==> config.mk <==
export PLATFORM = sky130hd
export DESIGN_NAME = imem_boot_arbiter
export DESIGN_NICKNAME = d
export VERILOG_FILES = /design/src/rtl/imem_boot_arbiter.sv
export SDC_FILE = /design/constraint.sdc
export NUM_CORES = 1
export LEC_CHECK = 0
export ABC_CLOCK_PERIOD_IN_PS = 3210
export CAP_MARGIN = 0
export CORE_AREA = 2 2 79 81
export CTS_BUF_LIST = sky130_fd_sc_hd__clkbuf_8
export CTS_CLUSTER_SIZE = 16
export DETAILED_ROUTE_END_ITERATION = 12
export DIE_AREA = 0 0 81 83
export PLACE_DENSITY = 0.95
export SLEW_MARGIN = 5
export SYNTH_ARGS = -nofsm -noshare
export SYNTH_HDL_FRONTEND = slang
export SYNTH_SLANG_ARGS = --single-unit
==> constraint.sdc <==
create_clock -name clk -period 3.21 [get_ports clk]
set_input_delay 0.642 -clock clk [delete_from_list [all_inputs] [get_ports clk]]
set_output_delay 0.642 -clock clk [all_outputs]
set_load 0.02 [all_outputs]
==> src/rtl/imem_boot_arbiter.sv <==
// Shares the single instruction-memory port between the boot loader and fetch, and sequences core hold/download/run.
// Latency: loader writes and fetch grants issue in the same cycle; fetch data returns 1 cycle after grant; ld_ready/fetch_gnt give backpressure.
module imem_boot_arbiter #(
  parameter int unsigned          ADDR_W   = 10,
  parameter int unsigned          DATA_W   = 32,
  parameter logic [DATA_W-1:0]    NOP_WORD = 32'h00000013
) (
  input  logic              clk,
  input  logic              rst,
  input  logic              boot_start,
  input  logic              ld_valid,
  input  logic [ADDR_W-1:0] ld_addr,
  input  logic [DATA_W-1:0] ld_data,
  input  logic              ld_last,
  output logic              ld_ready,
  input  logic              fetch_req,
  input  logic [31:0]       fetch_addr,
  output logic              fetch_gnt,
  output logic              fetch_valid,
  output logic [DATA_W-1:0] fetch_data,
  output logic              core_hold,
  output logic              fetch_err,
  output logic [ADDR_W:0]   ld_count,
  output logic              mem_en,
  output logic              mem_we,
  output logic [ADDR_W-1:0] mem_addr,
  output logic [DATA_W-1:0] mem_wdata,
  input  logic [DATA_W-1:0] mem_rdata
);

  typedef enum logic [1:0] {IDLE, LOAD, DRAIN, RUN} state_t;

  localparam logic [ADDR_W:0] LAST_CNT = {1'b0, {ADDR_W{1'b1}}};

  state_t state;
  logic   rd_pend;
  logic   rd_nop;
  logic   ld_fire;
  logic   fetch_bad;
  logic   fetch_mem;

  assign ld_ready  = (state == LOAD);
  assign ld_fire   = ld_ready & ld_valid;
  assign core_hold = (state != RUN);

  // boot_start takes priority over a fetch so no new read is launched while leaving RUN
  assign fetch_gnt = (state == RUN) & fetch_req & ~boot_start;
  assign fetch_bad = (fetch_addr[1:0] != '0) || (fetch_addr[31:ADDR_W+2] != '0);
  assign fetch_mem = fetch_gnt & ~fetch_bad;

  assign mem_en    = ld_fire | fetch_mem;
  assign mem_we    = ld_fire;
  assign mem_addr  = ld_fire ? ld_addr : (fetch_mem ? fetch_addr[ADDR_W+1:2] : '0);
  assign mem_wdata = ld_fire ? ld_data : '0;

  // Read data comes straight from the macro's output register in the cycle after the grant
  assign fetch_valid = rd_pend;
  assign fetch_data  = !rd_pend ? '0 : (rd_nop ? NOP_WORD : mem_rdata);

  always_ff @(posedge clk or posedge rst) begin
    if (rst) begin
      state     <= IDLE;
      rd_pend   <= 1'b0;
      rd_nop    <= 1'b0;
      fetch_err <= 1'b0;
      ld_count  <= '0;
    end else begin
      rd_pend <= fetch_gnt;
      rd_nop  <= fetch_gnt & fetch_bad;
      if (fetch_gnt && fetch_bad)
        fetch_err <= 1'b1;

      case (state)
        IDLE: begin
          if (boot_start) begin
            state     <= LOAD;
            ld_count  <= '0;
            fetch_err <= 1'b0;
          end
        end
        LOAD: begin
          if (ld_fire) begin
            ld_count <= ld_count + 1'b1;
            if (ld_last || ld_count == LAST_CNT)
              state <= RUN;
          end
        end
        DRAIN: begin
          state <= LOAD;
        end
        RUN: begin
          if (boot_start) begin
            state     <= rd_pend ? DRAIN : LOAD;
            ld_count  <= '0;
            fetch_err <= 1'b0;
          end
        end
        default: state <= IDLE;
      endcase
    end
  end

endmodule

==> impl_metrics.yaml <==
cts:
  clk_pin_slew_worst_paths_ns: 0.07
  cts_hold_repair.buffers: 0
  tritoncts_clock_tree: "yes"
  clock_insertion_delay_worst_skew_ns: 0.25
  htreeDepth: 1
  clock-root-buffer: "sky130_fd_sc_hd__clkbuf_8"
  clock-sinks: 16
  cts_max_path_buffers: 2
  cts_buffers: 3
finish:
  seqCellArea_sq_um: 400
  stdcell_count: 487
  proportion_of_layout_cells_with_a_drive_suffix_above_1_pct: 7.04
  multi_input_comb_area_sq_um: 1020
  antenna_cells: 0
  fin_area_sq_um: 3660
  syn2layout_area_growth_pct: 141
  fill_cells: 488
  finish.net_count: 530
  final_core_utilization_pct: 63.0
logic_synthesis:
  synthesized_area_sq_um: 1520
  avg_inst_size_synth_sq_um: 7.23
  synth_seq_cells: 16
  synthesis.instances: 210
  ys_seq_area_share_pct: 26.4
  syn_nets: 327
  share_of_the_synthesized_area_in_the_top_cell_type_pct: 26.4
  biggest_area_consumer_among_synthesized_cells: "sky130_fd_sc_hd__dfrtp_1"
  synth.top_cells.by_area: "sky130_fd_sc_hd__dfrtp_1, sky130_fd_sc_hd__and3_1, sky130_fd_sc_hd__and2_1"
  synth.distinct_cells: 35
  yosys_warnings: 0
routing:
  drt_drc_violations_left: 0
  drtIter0Drc: 63
  drt-wirelength-per-cell_um: 16.0
  total_wire_length_after_detailed_routing_um: 7780
  via_count: 2305
  routed_via_density: 4.73
  detail-route-antenna-nets: 0
  dr.pass1.iters: 4
pwr:
  pwr-share-clk_pct: 10.5
  power.static_leakage_nw: 1.59
  power.density_nw_per_um2: 470
  p_seq_share_pct: 17.2
  combinationalPowerShare_pct: 72.3
  netSwitchingPower_uw: 766
  power.ir.vdd_worst_uv: 323
  switching_share_pct: 44.5
  total_power_mw: 1.72
  p_int_uw: 954
place:
  input_output_buffers: 203
  dp_worst_setup_slack_ns: -0.467
  place_inst: 483
  hpwlAfterDp_um: 6540
  placedInstanceArea_sq_um: 3650
  routabilityCongestion: 0.956
grt:
  initial_antenna_violation_count: 0
  grt_remaining_overflow: 0
  number_of_global_route_vias_before_repair: 2379
  grt_first_pass_wirelength_um: 11700
  globalRouteTotalUtil_pct: 22.2
  grt_start_max_net_pins: 33
sta:
  setup_tns_ns: 0
  timing.final.max_slew_violations: 0
  worst_clock_skew_ns: 0.00332
  post-route-period-util_pct: 98.4
  grt_setup_unrepaired: "true"
  tightest_slew_ns: 0.603
  fmaxAchievable_ghz: 0.316
  hold_slack_ns: 0.504
  number_of_setup_violations_in_the_final_report: 0
  hold_violations: 0
  finalCriticalPeriod_ns: 3.16
  layout_setup_ws_ns: 0.0504
  worst_slew_margin_pct: 59.8
critical_path:
  cp.required_ns: 2.57
  path_max_fanout: 11
  crit_buf_inv: 3
  crit_family: "simple AND/OR/NAND/NOR gates"
  worst_setup_path_start_kind: "primary input"
  worstPathCellList: "clkdlybuf4s50_1, nor4_2, nand2_1, or4_1, buf_6, o21ai_0, buf_2"
  crit_arrival_ns: 2.52
  critical_path.max_stage_delay_ns: 0.50
  path_class: "primary input to output port"
  endpoint_kind: "output port"
  crit_slowest_cell: "sky130_fd_sc_hd__or4_1"
floorplan:
  top_level_ports: 204
  die_x_um: 81
  fp.dieArea_sq_um: 6720
  design.core.area_sq_um: 5820
  floorplan.initialDensity_pct: 26.1
  floorplan.rows: 28
  die-height_um: 83
min_path:
  min-delay-path-class: "register to register"
status:
  outcome: "finished, final reports clean"
flow_run:
  cap_viol_max_count: 0
==> layer usage <==
metal | part of all wire, % | wire (um) | global-route usage [%] | vias to the layer above
li1 | - | - | - | 1130
met1 | 34 | 2640 | 21.8 | 1026
met2 | 54 | 4220 | 44.8 | 141
met3 | 10 | 812 | 4.89 | 8
met4 | 1.5 | 116 | 5.55 | 0
met5 | 0 | 0 | 0 | -
==> cells by family (layout without fill, tap and decap cells) <==
logic type / count (synthesis) / after routing / share of synthesized area (%)
AO/OA/AOI/OAI: 29 / 29 / 11.7
multiplexers: 1 / 1 / 0.742
adder cells (fa/ha/maj): 5 / 5 / 4.12
buffers and inverters: 22 / 224 / 6.51
XOR/XNOR: 3 / 3 / 1.73
AND/OR/NAND/NOR: 134 / 134 / 48.8
flip-flops: 16 / 16 / 26.4
==> cells in the final DEF, fill, tap and decap left out, types with 2 or more instances in the layout <==
cell type                         netlist  routed
sky130_fd_sc_hd__o21ai_1                0       6
sky130_fd_sc_hd__o21a_1                 3       3
sky130_fd_sc_hd__clkbuf_8               0       4
sky130_fd_sc_hd__nor3_1                 3       3
sky130_fd_sc_hd__buf_4                  0      11
sky130_fd_sc_hd__nor4_1                 6       5
sky130_fd_sc_hd__nand3_1                5       5
sky130_fd_sc_hd__clkdlybuf4s50_1        0     192
sky130_fd_sc_hd__xnor2_1                2       2
sky130_fd_sc_hd__inv_1                  7       7
sky130_fd_sc_hd__a21oi_1                4       4
sky130_fd_sc_hd__or3_1                  3       3
sky130_fd_sc_hd__nor2_1                10      10
sky130_fd_sc_hd__dfrtp_1               16      16
sky130_fd_sc_hd__o21ai_0               14       8
sky130_fd_sc_hd__nand2_1               33      33
sky130_fd_sc_hd__or4_1                  5       5
sky130_fd_sc_hd__and3_1                32      32
sky130_fd_sc_hd__o31ai_1                2       2
sky130_fd_sc_hd__nor2b_1                2       2
sky130_fd_sc_hd__buf_2                  1       8
sky130_fd_sc_hd__and2_1                29      29
sky130_fd_sc_hd__ha_1                   5       5
==> final cells by class <==
| type | instances | share of cell area [%] |
|---|---|---|
| Inverter | 7 | 0.718 |
| Timing Repair Buffer | 213 | 56.3 |
| Sequential cell | 16 | 10.9 |
| Clock buffer | 4 | 1.50 |
| Multi-Input combinational cell | 172 | 28.0 |
| Tap cell | 75 | 2.56 |
==> sequential cells by signal, summed over array words and instances (netlist names) <==
name         count
fetch_valid      1
fetch_err        1
rd_nop           1
ld_count        11
state            2
==> tightest hold or removal path: cells and delay by family (launching register included) <==
| kind | cells | cell delay [ns] |
|---|---|---|
| flip-flops | 1 | 0.36 |
| AND/OR/NAND/NOR | 1 | 0.05 |
| AO/OA/AOI/OAI | 1 | 0.06 |
==> synthesized netlist by cell type <==
library cell	count
sky130_fd_sc_hd__a21oi_1	4
sky130_fd_sc_hd__a22oi_1	1
sky130_fd_sc_hd__a31o_2	1
sky130_fd_sc_hd__a32o_1	1
sky130_fd_sc_hd__a32oi_1	1
sky130_fd_sc_hd__and2_1	29
sky130_fd_sc_hd__and3_1	32
sky130_fd_sc_hd__buf_2	1
sky130_fd_sc_hd__buf_6	2
sky130_fd_sc_hd__clkbuf_1	12
sky130_fd_sc_hd__dfrtp_1	16
sky130_fd_sc_hd__ha_1	5
sky130_fd_sc_hd__inv_1	7
sky130_fd_sc_hd__mux2_2	1
sky130_fd_sc_hd__nand2_1	33
sky130_fd_sc_hd__nand2b_1	1
sky130_fd_sc_hd__nand3_1	5
sky130_fd_sc_hd__nand3b_1	1
sky130_fd_sc_hd__nand4_1	1
sky130_fd_sc_hd__nand4b_1	1
sky130_fd_sc_hd__nor2_1	10
sky130_fd_sc_hd__nor2b_1	2
sky130_fd_sc_hd__nor2b_4	1
sky130_fd_sc_hd__nor3_1	3
sky130_fd_sc_hd__nor4_1	6
sky130_fd_sc_hd__nor4b_1	1
sky130_fd_sc_hd__o211ai_1	1
sky130_fd_sc_hd__o21a_1	3
sky130_fd_sc_hd__o21ai_0	14
sky130_fd_sc_hd__o21bai_1	1
sky130_fd_sc_hd__o31ai_1	2
sky130_fd_sc_hd__or3_1	3
sky130_fd_sc_hd__or4_1	5
sky130_fd_sc_hd__xnor2_1	2
sky130_fd_sc_hd__xor2_1	1
==> path summary, 6_finish.rpt <==
check / from / end / slack (ns) / cells after the start
min: fetch_err / fetch_err / 0.50 / 2
min in group asynchronous: rst / fetch_err / 0.75 / 2
max: fetch_addr[15] / mem_addr[1] / 0.05 / 7
max in group asynchronous: rst / ld_count[7] / 2.06 / 2
max reg2reg: state[1] / ld_count[9] / 0.96 / 6
min reg2reg: fetch_err / fetch_err / 0.50 / 2
==> power by group through the flow <==
stage / registers [mW] / clock network (mW) / logic, mW
2_1_floorplan: 0.323 / 0 / 0.616
3_3_place_gp: 0.296 / 0 / 1.23
3_5_place_dp: 0.299 / 0 / 1.26
4_1_cts: 0.296 / 0.183 / 1.25
5_1_grt: 0.302 / 0.194 / 1.33
6_report: 0.295 / 0.181 / 1.24
==> what timing repair did <==
| item | 4_1_cts | 5_1_grt |
|---|---|---|
| pin swaps | 0 | 1 |
| endpoints found under the setup margin | 11 | 10 |
| setup buffers | 0 | 0 |
| resized for setup | 49 | 14 |
Power figures use the tool's default switching activity.
